<file path="src/rtl/mole_game_pkg.sv">
// Shared types and constants for the whack-a-mole game controller.
package mole_game_pkg;

  typedef enum logic [2:0] {
    IDLE,
    SPAWN,
    UP,
    HIT,
    DONE
  } state_t;

  // Fibonacci taps 8,6,5,4 expressed as bit positions 7,5,4,3.
  localparam logic [7:0] LFSR_TAP_MASK     = 8'hB8;
  localparam logic [7:0] DEFAULT_LFSR_SEED = 8'hA5;
  localparam logic [3:0] BCD_DIGIT_MAX     = 4'd9;
  // Score ceiling of 99, held as two packed BCD digits {tens, ones}.
  localparam logic [7:0] SCORE_SAT_BCD     = 8'h99;

  function automatic logic [7:0] lfsr_next(input logic [7:0] cur);
    return {cur[6:0], ^(cur & LFSR_TAP_MASK)};
  endfunction

endpackage

</file>
<file path="src/rtl/score_bcd_counter.sv">
// Two-digit BCD score counter that saturates at 99.
module score_bcd_counter
  import mole_game_pkg::*;
(
  input  logic       Clock,
  input  logic       reset,
  input  logic       clear,
  input  logic       inc,
  output logic [3:0] ones,
  output logic [3:0] tens
);

  always_ff @(posedge Clock or negedge reset) begin
    if (!reset) begin
      ones <= 4'd0;
      tens <= 4'd0;
    end else if (clear) begin
      ones <= 4'd0;
      tens <= 4'd0;
    end else if (inc && ({tens, ones} != SCORE_SAT_BCD)) begin
      if (ones == BCD_DIGIT_MAX) begin
        ones <= 4'd0;
        tens <= tens + 4'd1;
      end else begin
        ones <= ones + 4'd1;
      end
    end
  end

endmodule

</file>
<file path="src/rtl/mole_game_ctrl.sv">
// Whack-a-mole game controller: start/stop handshake with the game timer,
// pseudo-random mole selection, hit detection and BCD scoring.
module mole_game_ctrl
  import mole_game_pkg::*;
#(
  parameter int         NUM_MOLES     = 4,
  parameter int         TICK_DIV      = 25000000,
  parameter int         MOLE_UP_TICKS = 3,
  parameter logic [7:0] LFSR_SEED     = DEFAULT_LFSR_SEED
) (
  input  logic                 Clock,
  input  logic                 reset,
  input  logic                 start_key,
  input  logic [NUM_MOLES-1:0] hit_keys,
  input  logic                 timer_signal,
  output logic                 game_start,
  output logic                 game_done,
  output logic [NUM_MOLES-1:0] mole_leds,
  output logic                 hit_pulse,
  output logic [3:0]           score_ones,
  output logic [3:0]           score_tens
);

  localparam int IDX_W  = $clog2(NUM_MOLES);
  localparam int TICK_W = (TICK_DIV > 1) ? $clog2(TICK_DIV) : 1;
  localparam int UP_W   = $clog2(MOLE_UP_TICKS + 1);

  state_t               state, next_state;
  logic [7:0]           lfsr;
  logic                 prev_start;
  logic [NUM_MOLES-1:0] prev_hit;
  logic [IDX_W-1:0]     mole_idx, spawn_idx;
  logic [TICK_W-1:0]    tick_cnt;
  logic [UP_W-1:0]      up_cnt;

  logic                 start_rise;
  logic [NUM_MOLES-1:0] hit_rise;
  logic                 tick_wrap;
  logic                 mole_timeout;
  logic                 score_clear;
  logic                 score_inc;

  assign start_rise   = start_key & ~prev_start;
  assign hit_rise     = hit_keys & ~prev_hit;
  assign tick_wrap    = (tick_cnt == TICK_W'(TICK_DIV - 1));
  // The wrap that would bring the up-tick count to MOLE_UP_TICKS ends the mole.
  assign mole_timeout = tick_wrap && (up_cnt == UP_W'(MOLE_UP_TICKS - 1));

  // Never light the same hole twice in a row.
  always_comb begin
    spawn_idx = lfsr[IDX_W-1:0];
    if (spawn_idx == mole_idx) begin
      spawn_idx = spawn_idx + IDX_W'(1);
    end
  end

  always_ff @(posedge Clock or negedge reset) begin
    if (!reset) begin
      state <= IDLE;
    end else begin
      state <= next_state;
    end
  end

  always_ff @(posedge Clock or negedge reset) begin
    if (!reset) begin
      lfsr       <= LFSR_SEED;
      prev_start <= 1'b0;
      prev_hit   <= '0;
      mole_idx   <= '0;
      tick_cnt   <= '0;
      up_cnt     <= '0;
    end else begin
      lfsr       <= lfsr_next(lfsr);
      prev_start <= start_key;
      prev_hit   <= hit_keys;
      if (state == SPAWN) begin
        mole_idx <= spawn_idx;
        tick_cnt <= '0;
        up_cnt   <= '0;
      end else if (state == UP) begin
        tick_cnt <= tick_wrap ? '0 : tick_cnt + TICK_W'(1);
        if (tick_wrap) begin
          up_cnt <= up_cnt + UP_W'(1);
        end
      end
    end
  end

  always_comb begin
    next_state  = state;
    game_start  = 1'b0;
    game_done   = 1'b0;
    mole_leds   = '0;
    hit_pulse   = 1'b0;
    score_clear = 1'b0;
    score_inc   = 1'b0;
    case (state)
      IDLE: begin
        if (start_rise) begin
          score_clear = 1'b1;
          next_state  = SPAWN;
        end
      end
      SPAWN: begin
        game_start = 1'b1;
        next_state = timer_signal ? DONE : UP;
      end
      UP: begin
        game_start = 1'b1;
        mole_leds  = NUM_MOLES'(1) << mole_idx;
        // Time-up beats a hit, which beats the mole timing out.
        if (timer_signal) begin
          next_state = DONE;
        end else if (hit_rise[mole_idx]) begin
          next_state = HIT;
        end else if (mole_timeout) begin
          next_state = SPAWN;
        end
      end
      HIT: begin
        game_start = 1'b1;
        hit_pulse  = 1'b1;
        score_inc  = 1'b1;
        next_state = timer_signal ? DONE : SPAWN;
      end
      DONE: begin
        game_done = 1'b1;
        if (start_rise) begin
          score_clear = 1'b1;
          next_state  = SPAWN;
        end
      end
      default: next_state = IDLE;
    endcase
  end

  score_bcd_counter u_score (
    .Clock (Clock),
    .reset (reset),
    .clear (score_clear),
    .inc   (score_inc),
    .ones  (score_ones),
    .tens  (score_tens)
  );

endmodule

</file>
<file path="config.mk">
export PLATFORM = sky130hd
export DESIGN_NAME = mole_game_ctrl
export DESIGN_NICKNAME = d
export VERILOG_FILES = /design/src/rtl/mole_game_pkg.sv /design/src/rtl/score_bcd_counter.sv /design/src/rtl/mole_game_ctrl.sv
export SDC_FILE = /design/constraint.sdc
export NUM_CORES = 1
export LEC_CHECK = 0
export BUFFER_PORTS_ARGS = -buffer_cell sky130_fd_sc_hd__buf_2
export CAP_MARGIN = 20
export CELL_PAD_IN_SITES_DETAIL_PLACEMENT = 1
export CELL_PAD_IN_SITES_GLOBAL_PLACEMENT = 1
export CORE_ASPECT_RATIO = 1.25
export CORE_MARGIN = 3
export CORE_UTILIZATION = 45
export CTS_CLUSTER_SIZE = 10
export DETAILED_ROUTE_END_ITERATION = 10
export GPL_ROUTABILITY_DRIVEN = 0
export PLACE_DENSITY_LB_ADDON = 0.1
export REMOVE_ABC_BUFFERS = 1
export SYNTH_ARGS = -nofsm -noshare
export SYNTH_HDL_FRONTEND = slang
export SYNTH_SLANG_ARGS = --single-unit
export TNS_END_PERCENT = 5
</file>
<file path="constraint.sdc">
create_clock -name Clock -period 5.1 [get_ports Clock]
set_input_delay 0.255 -clock Clock [delete_from_list [all_inputs] [get_ports Clock]]
set_output_delay 0.255 -clock Clock [all_outputs]
set_load 0.01 [all_outputs]
</file>
# After elaboration in Yosys (flattened, before gate mapping)
# Index checks and enable logic that the tools add are counted.
op_classes:
  n_addsub: 5
  order_cmp: 1
  n_eq_ne: 11
  n_shift: 1
  mux: 28
  bitwise: 4
  reduce_logical: 13
ops:
  columns: ["cell", "n"]
  rows:
  - ["25-bit two-way mux", 3]
  - ["4-bit two-way mux", 7]
  - ["25-bit by 1-bit adder with 25-bit output (second input constant)", 1]
  - ["25-bit == test (second input constant)", 1]
  - ["3-bit two-way mux", 6]
  - ["3-bit one-hot mux with 4 select lines", 1]
  - ["4-bit by 1-bit adder with 4-bit output (second input constant)", 2]
  - ["2-bit two-way mux", 4]
  - ["8-bit != test (second input constant)", 1]
  - ["2-bit nonzero test", 4]
  - ["8-bit XOR reduction", 1]
  - ["3-bit by 2-bit == test with 1-bit output (second input constant)", 2]
  - ["1-bit two-way mux", 6]
  - ["2-bit AND reduction", 3]
  - ["2-bit by 1-bit adder with 2-bit output (second input constant)", 2]
  - ["4-bit AND", 1]
  - ["4-bit == test (second input constant)", 1]
  - ["4-bit by 3-bit != test with 1-bit output (second input constant)", 1]
  - ["4-bit NOT", 1]
  - ["1-bit by 2-bit << shifter with 4-bit output (first input constant)", 1]
  - ["3-bit by 1-bit == test with 1-bit output (second input constant)", 1]
  - ["3-bit == test (second input constant)", 1]
  - ["3-bit logical NOT", 1]
  - ["2-bit by 3-bit less-than comparator with 1-bit output (second input constant)", 1]
  - ["9 further kinds", 10]
word_totals:
  reg_bits: 53
  output_inout_bits: 15

# Longest topological paths before layout
logic_depth:
  ltp_word: 7
  depth_mapped: 7
  mapped_depth_nobuf: 7

# Modules after synthesis
# A second synthesis with hierarchy kept.
unflattened:
  cells_unflattened: 302
  hier_area_um2: 2866.5
by_module_without_submodules:
  columns: ["mod", "instances", "cells_each", "area_each_um2", "seq_area_each_um2"]
  rows:
  - ["mole_game_ctrl", 1, 252, 2358.5, 1131.1]
  - ["score_bcd_counter", 1, 50, 508.0, 200.2]

# Least setup slack after synthesis
# No wires, ideal clock.
synth_path:
  kind: "register to register"
  startpoint: "register tick_cnt[17]"
  endpoint: "register tick_cnt[15]"
  setup_ns: 0.119
  arrival_ns: 1.675
  path_slack_ns: 3.307
  stages_incl_launch_ff: 7
  cell_sequence: "dfrtp_1 or4_1 nor4_2 nand3_1 nand2_1 buf_4 nor2_1"
synth_via:
  elab_chain_cells: 4
synth_lines:
  columns: ["element", "line_no", "source"]
  rows:
  - ["start: declaration", "mole_game_ctrl.sv:33", "logic [TICK_W-1:0] tick_cnt;"]
  - ["start signal: assignment", "mole_game_ctrl.sv:82", "tick_cnt <= tick_wrap ? '0 : tick_cnt + TICK_W'(1);"]
  - ["25-bit == test", "mole_game_ctrl.sv:45", "assign tick_wrap = (tick_cnt == TICK_W'(TICK_DIV - 1));"]
  - ["25-bit two-way mux", "mole_game_ctrl.sv:82", null]
  - ["25-bit two-way mux", "mole_game_ctrl.sv:81", "end else if (state == UP) begin"]
  - ["25-bit two-way mux", "mole_game_ctrl.sv:77", "if (state == SPAWN) begin"]
# No other way between the ends. The select of a mux whose other input is x is not followed.
# A chain may end at the register's enable or synchronous reset.

# Final worst setup path
layout_path:
  startpoint: "register state[2]"
  endpoint: "register tick_cnt[22]"
layout_via:
  elab_chain_cells: 2
  elab_cells_between_ends: 4
  cone_classes: "2 x eq/ne; 1 x mux; 1 x reduce/logical"
layout_lines:
  columns: ["element", "line_no", "source"]
  rows:
  - ["start: declaration", "mole_game_ctrl.sv:28", "state_t state, next_state;"]
  - ["start signal: assignment", "mole_game_ctrl.sv:61", "state <= next_state;"]
  - ["3-bit by 1-bit == test with 1-bit output or 3-bit by 2-bit == test with 1-bit output (tied branches)", "mole_game_ctrl.sv:77, mole_game_ctrl.sv:81", null]
  - ["25-bit two-way mux or 2-bit nonzero test (tied branches)", null, null]
# Several ways; a longest one is shown, not always the timed one.

==> flow_summary.html <==
<table>
<tr><th>Metric</th><th>Value</th></tr>
<tr><th colspan="2">Timing</th></tr>
<tr><td>Worst-Margin Slew</td><td>1.05 ns</td></tr>
<tr><td>Setup clock skew after layout</td><td>0.00720 ns</td></tr>
<tr><td>Fmax</td><td>0.406 GHz</td></tr>
<tr><td>Setup Viol. Count Final</td><td>0</td></tr>
<tr><td>Shortest period the worst path allows</td><td>2.46 ns</td></tr>
<tr><td>Total Neg Setup Slack</td><td>0 ns</td></tr>
<tr><td>Fin worst setup slack</td><td>2.64 ns</td></tr>
<tr><td>Portion of the clock cycle consumed by the worst path in the final layout</td><td>48.3%</td></tr>
<tr><td>RSZ-0062 raised after global routing</td><td>no</td></tr>
<tr><td>Hold violation count in the final report</td><td>0</td></tr>
<tr><td>Total count of max-transition violations in the final report</td><td>0</td></tr>
<tr><td>Worst slew margin relative to its limit</td><td>30.2%</td></tr>
<tr><th colspan="2">Setup path</th></tr>
<tr><td>Crit path capture type</td><td>flop</td></tr>
<tr><td>Worst-path maximum fanout</td><td>14</td></tr>
<tr><td>Bufs and invs on worst path</td><td>0</td></tr>
<tr><td>Critical setup path kind</td><td>reg2reg</td></tr>
<tr><td>End point of the critical path</td><td>tick_cnt[22]$_DFFE_PN0P_</td></tr>
<tr><td>Flop-to-flop setup slack</td><td>2.64 ns</td></tr>
<tr><td>List of cells traversed by the critical path</td><td>or3b_1, a21oi_1, o21ai_0, a31oi_1</td></tr>
<tr><td>Stage delay of the slowest cell on the critical path</td><td>0.86 ns</td></tr>
<tr><td>Type of element launching the critical path</td><td>flop</td></tr>
<tr><td>CP Launch Point</td><td>state[2]$_DFFE_PN0P_</td></tr>
<tr><td>Slowest library cell on the worst path</td><td>sky130_fd_sc_hd__a21oi_1</td></tr>
<tr><td>Worst flop-to-flop path startpoint</td><td>state[2]$_DFFE_PN0P_</td></tr>
<tr><td>Family with the most delay on the worst path</td><td>compound AO/OA/AOI/OAI gates</td></tr>
<tr><td>Reg-to-Reg End</td><td>tick_cnt[22]$_DFFE_PN0P_</td></tr>
<tr><td>Worst EP required</td><td>5.33 ns</td></tr>
<tr><td>Levels on crit path</td><td>4</td></tr>
<tr><td>Worst endpoint data arrival time</td><td>2.70 ns</td></tr>
<tr><td>FF-to-FF path depth</td><td>4</td></tr>
<tr><th colspan="2">Clock tree</th></tr>
<tr><td>Root buffer cell</td><td>sky130_fd_sc_hd__clkbuf_8</td></tr>
<tr><td>Number of buffers inserted during clock tree synthesis</td><td>5</td></tr>
<tr><td>Clock net sink count</td><td>53</td></tr>
<tr><td>Number of buffers inserted for hold repair after clock tree synthesis</td><td>0</td></tr>
<tr><td>Source-to-sink clock delay at the later pin of the worst-skew pair</td><td>0.31 ns</td></tr>
<tr><td>H-tree lvl count</td><td>2</td></tr>
<tr><td>Clock transition at the registers of the reported paths</td><td>0.09 ns</td></tr>
<tr><td>CTS resizes</td><td>0</td></tr>
<tr><td>Buffer count from post-CTS setup fixing</td><td>0</td></tr>
<tr><td>CTS tree</td><td>yes</td></tr>
<tr><td>CTS max path bufs</td><td>2</td></tr>
<tr><th colspan="2">Layout</th></tr>
<tr><td>Layout cell share with drive strength beyond 1</td><td>15.7%</td></tr>
<tr><td>Number of fillers in the final layout</td><td>684</td></tr>
<tr><td>Final standard cell utilization of the core</td><td>50.9%</td></tr>
<tr><td>Layout net count</td><td>312</td></tr>
<tr><td>Diodes inserted</td><td>0</td></tr>
<tr><td>Growth of design area from synthesis to finish</td><td>8.76%</td></tr>
<tr><td>Total non-filler cell area in the finished layout</td><td>2980 um^2</td></tr>
<tr><th colspan="2">Floorplanning</th></tr>
<tr><td>Initial Util</td><td>46.8%</td></tr>
<tr><td>Placeable core area</td><td>5860 um^2</td></tr>
<tr><td>Die Height</td><td>93.3 um</td></tr>
<tr><td>Full die area</td><td>7070 um^2</td></tr>
<tr><td>Chip Width</td><td>75.8 um</td></tr>
<tr><td>Number of rows created at floorplan</td><td>31</td></tr>
<tr><td>I/O pin cnt</td><td>23</td></tr>
<tr><th colspan="2">Route</th></tr>
<tr><td>Number of DRC markers in iteration 0</td><td>85</td></tr>
<tr><td>Number of detailed-route iterations in the first pass</td><td>4</td></tr>
<tr><td>Overall routed net length</td><td>6350 um</td></tr>
<tr><td>Average detailed-routed wire length per instance</td><td>16.7 um</td></tr>
<tr><td>DRC violations left</td><td>0</td></tr>
<tr><td>Per-cell via count in the routed design</td><td>5.62</td></tr>
<tr><td>Remaining antenna violation count after routing</td><td>0</td></tr>
<tr><td>Total vias in the final route</td><td>2143</td></tr>
<tr><th colspan="2">Placement</th></tr>
<tr><td>Post-Place Setup Slack</td><td>2.66 ns</td></tr>
<tr><td>Number of buffer cells added on primary ports</td><td>22</td></tr>
<tr><td>Final HPWL DP</td><td>4570 um</td></tr>
<tr><td>Post-placement cell area</td><td>2900 um^2</td></tr>
<tr><th colspan="2">Synth</th></tr>
<tr><td>Xor and xnor area share after synthesis</td><td>6.71%</td></tr>
<tr><td>Netlist cell types</td><td>52</td></tr>
<tr><td>Combinational family with the most area after synthesis</td><td>simple AND/OR/NAND/NOR gates</td></tr>
<tr><td>Post-Synth Simple-Gate Area</td><td>26.2%</td></tr>
<tr><td>Mean Syn Cell Area</td><td>9.86 um^2</td></tr>
<tr><td>Asr flop ratio synth</td><td>100%</td></tr>
<tr><td>Synthesized-area fraction occupied by ao, oa, aoi and oai cells</td><td>11.2%</td></tr>
<tr><td>Post-synthesis adder-cell area fraction</td><td>2.74%</td></tr>
<tr><td>Number of synthesized register bits</td><td>53</td></tr>
<tr><td>Area of the mapped netlist</td><td>2740 um^2</td></tr>
<tr><td>Number of warnings printed during yosys synthesis</td><td>0</td></tr>
<tr><td>Count of mapped cells out of synthesis</td><td>278</td></tr>
<tr><td>Most used flip-flop cell after synthesis</td><td>sky130_fd_sc_hd__dfrtp_1</td></tr>
<tr><td>Sequential area share after synthesis</td><td>48.6%</td></tr>
<tr><td>Mux cell area share after synthesis</td><td>0.776%</td></tr>
<tr><td>Number of enable-type register cells in the synthesized netlist</td><td>0</td></tr>
<tr><th colspan="2">Global routing</th></tr>
<tr><td>Number of global-route vias before repair</td><td>2294</td></tr>
<tr><td>GR Util All Layers</td><td>20.1%</td></tr>
<tr><td>First-pass GRT wire length</td><td>10900 um</td></tr>
<tr><td>Congestion Overflow GR</td><td>0</td></tr>
<tr><td>Initial antenna violation count</td><td>0</td></tr>
<tr><td>Maximum number of pins on one net before global-route repair</td><td>54</td></tr>
<tr><th colspan="2">Outcome</th></tr>
<tr><td>Status</td><td>completed</td></tr>
<tr><th colspan="2">Worst hold path</th></tr>
<tr><td>Worst min-delay path category</td><td>in2async</td></tr>
<tr><th colspan="2">Power</th></tr>
<tr><td>Worst supply voltage drop on vdd</td><td>110 uV</td></tr>
<tr><td>Static leakage</td><td>1.38 nW</td></tr>
<tr><td>Power per Cell Area</td><td>305 nW/um^2</td></tr>
<tr><td>Total chip power</td><td>911 uW</td></tr>
<tr><th colspan="2">Run</th></tr>
<tr><td>Number of max-cap violations</td><td>0</td></tr>
</table>
metal layers:
| layer | vias up | track usage, % | share of wire [%] |
|---|---|---|---|
| li1 | 1029 | - | - |
| met1 | 1084 | 24.5 | 45 |
| met2 | 24 | 34.5 | 51 |
| met3 | 6 | 4.19 | 2.7 |
| met4 | 0 | 6.41 | 1.5 |
| met5 | - | 0 | 0 |
report_power, final:
part	total [mW]	leakage, nW	switching [mW]	internal (mW)
registers	0.499	0.705	0.0467	0.453
clock network	0.233	0.0450	0.138	0.0956
logic	0.178	0.627	0.111	0.0670
total	0.911	1.38	0.295	0.615
area by class of cell:
class | count | area, um^2 | share of cell area, %
inverters | 11 | 41.3 | 1.38
clock buffers | 6 | 72.6 | 2.43
repair buffers | 23 | 118 | 3.94
multi-input cells | 204 | 1310 | 43.8
flip-flops and latches | 53 | 1330 | 44.6
well taps | 82 | 103 | 3.44
clock inverters | 2 | 10.0 | 0.336
registers in the layout, indices dropped and copies added (netlist names):
signal and count:
lfsr 8, prev_start 1, u_score.tens 4, prev_hit 4, u_score.ones 4, mole_idx 2
up_cnt 2, state 3, tick_cnt 25
synthesized netlist by cell type, drive strengths merged, types with 2 or more instances:
master	count	area share (%)
a31oi	5	1.1
nand3b	3	0.82
or4	3	0.82
a41oi	4	1.3
nand2	31	4.2
o211ai	2	0.55
ha	6	2.7
nor3b	7	2.5
nor3	2	0.37
buf	6	1.7
clkbuf	4	0.55
or3	2	0.50
o21ai	12	2.2
nand3	19	3.5
nor2	30	4.1
nor4b	2	0.64
or3b	3	0.96
nand4	6	1.4
nor4	4	1.6
and2	3	0.68
and3	7	1.6
a21oi	11	2.4
xor2	14	4.5
and4	4	1.3
dfstp	4	3.8
inv	11	1.5
dfrtp	49	45
xnor2	7	2.2
stage by stage:
step	instances	hold WS [ns]
floorplan	268	-0.0406
global placement	373	0.342
detailed placement	373	0.338
CTS	381	0.0491
global route	381	0.0450
finish	381	0.0481
cell usage in the layout (no fill, tap or decap), types with 5 or more instances in the layout:
master	Yosys	final
sky130_fd_sc_hd__inv_1	11	11
sky130_fd_sc_hd__xor2_1	14	14
sky130_fd_sc_hd__nand4_1	6	6
sky130_fd_sc_hd__xnor2_1	7	7
sky130_fd_sc_hd__a31oi_1	5	5
sky130_fd_sc_hd__buf_2	2	22
sky130_fd_sc_hd__nand3_1	19	19
sky130_fd_sc_hd__and3_1	7	7
sky130_fd_sc_hd__o21ai_0	12	12
sky130_fd_sc_hd__clkbuf_8	0	5
sky130_fd_sc_hd__ha_1	6	6
sky130_fd_sc_hd__nand2_1	31	31
sky130_fd_sc_hd__a21oi_1	10	10
sky130_fd_sc_hd__dfrtp_1	49	49
sky130_fd_sc_hd__nor2_1	30	30
logic make-up (layout without fill, tap and decap cells):
kind of cell,count (synthesis),after routing
muxes,2,2
and+or+nand+nor,130,130
DFF,53,53
adders and majority gates,6,6
buffers and inverters,21,42
AOI/OAI and AO/OA,45,45
xor gates and xnor gates,21,21
worst reg2reg max path, stage by stage (launching register included):
cell	delay (ns)
sky130_fd_sc_hd__dfrtp_1	0.47
sky130_fd_sc_hd__or3b_1	0.54
sky130_fd_sc_hd__a21oi_1	0.86
sky130_fd_sc_hd__o21ai_0	0.27
sky130_fd_sc_hd__a31oi_1	0.23
worst min-delay path by stage:
| stage | end |
|---|---|
| 2_1_floorplan | lfsr[1]$_DFF_PN0_ |
| 3_3_place_gp | lfsr[7]$_DFF_PN1_ |
| 3_5_place_dp | lfsr[7]$_DFF_PN1_ |
| 4_1_cts | prev_hit[0]$_DFF_PN0_ |
| 5_1_grt | prev_hit[2]$_DFF_PN0_ |
| 6_report | lfsr[6]$_DFF_PN0_ |
Power figures use the tool's default switching activity.
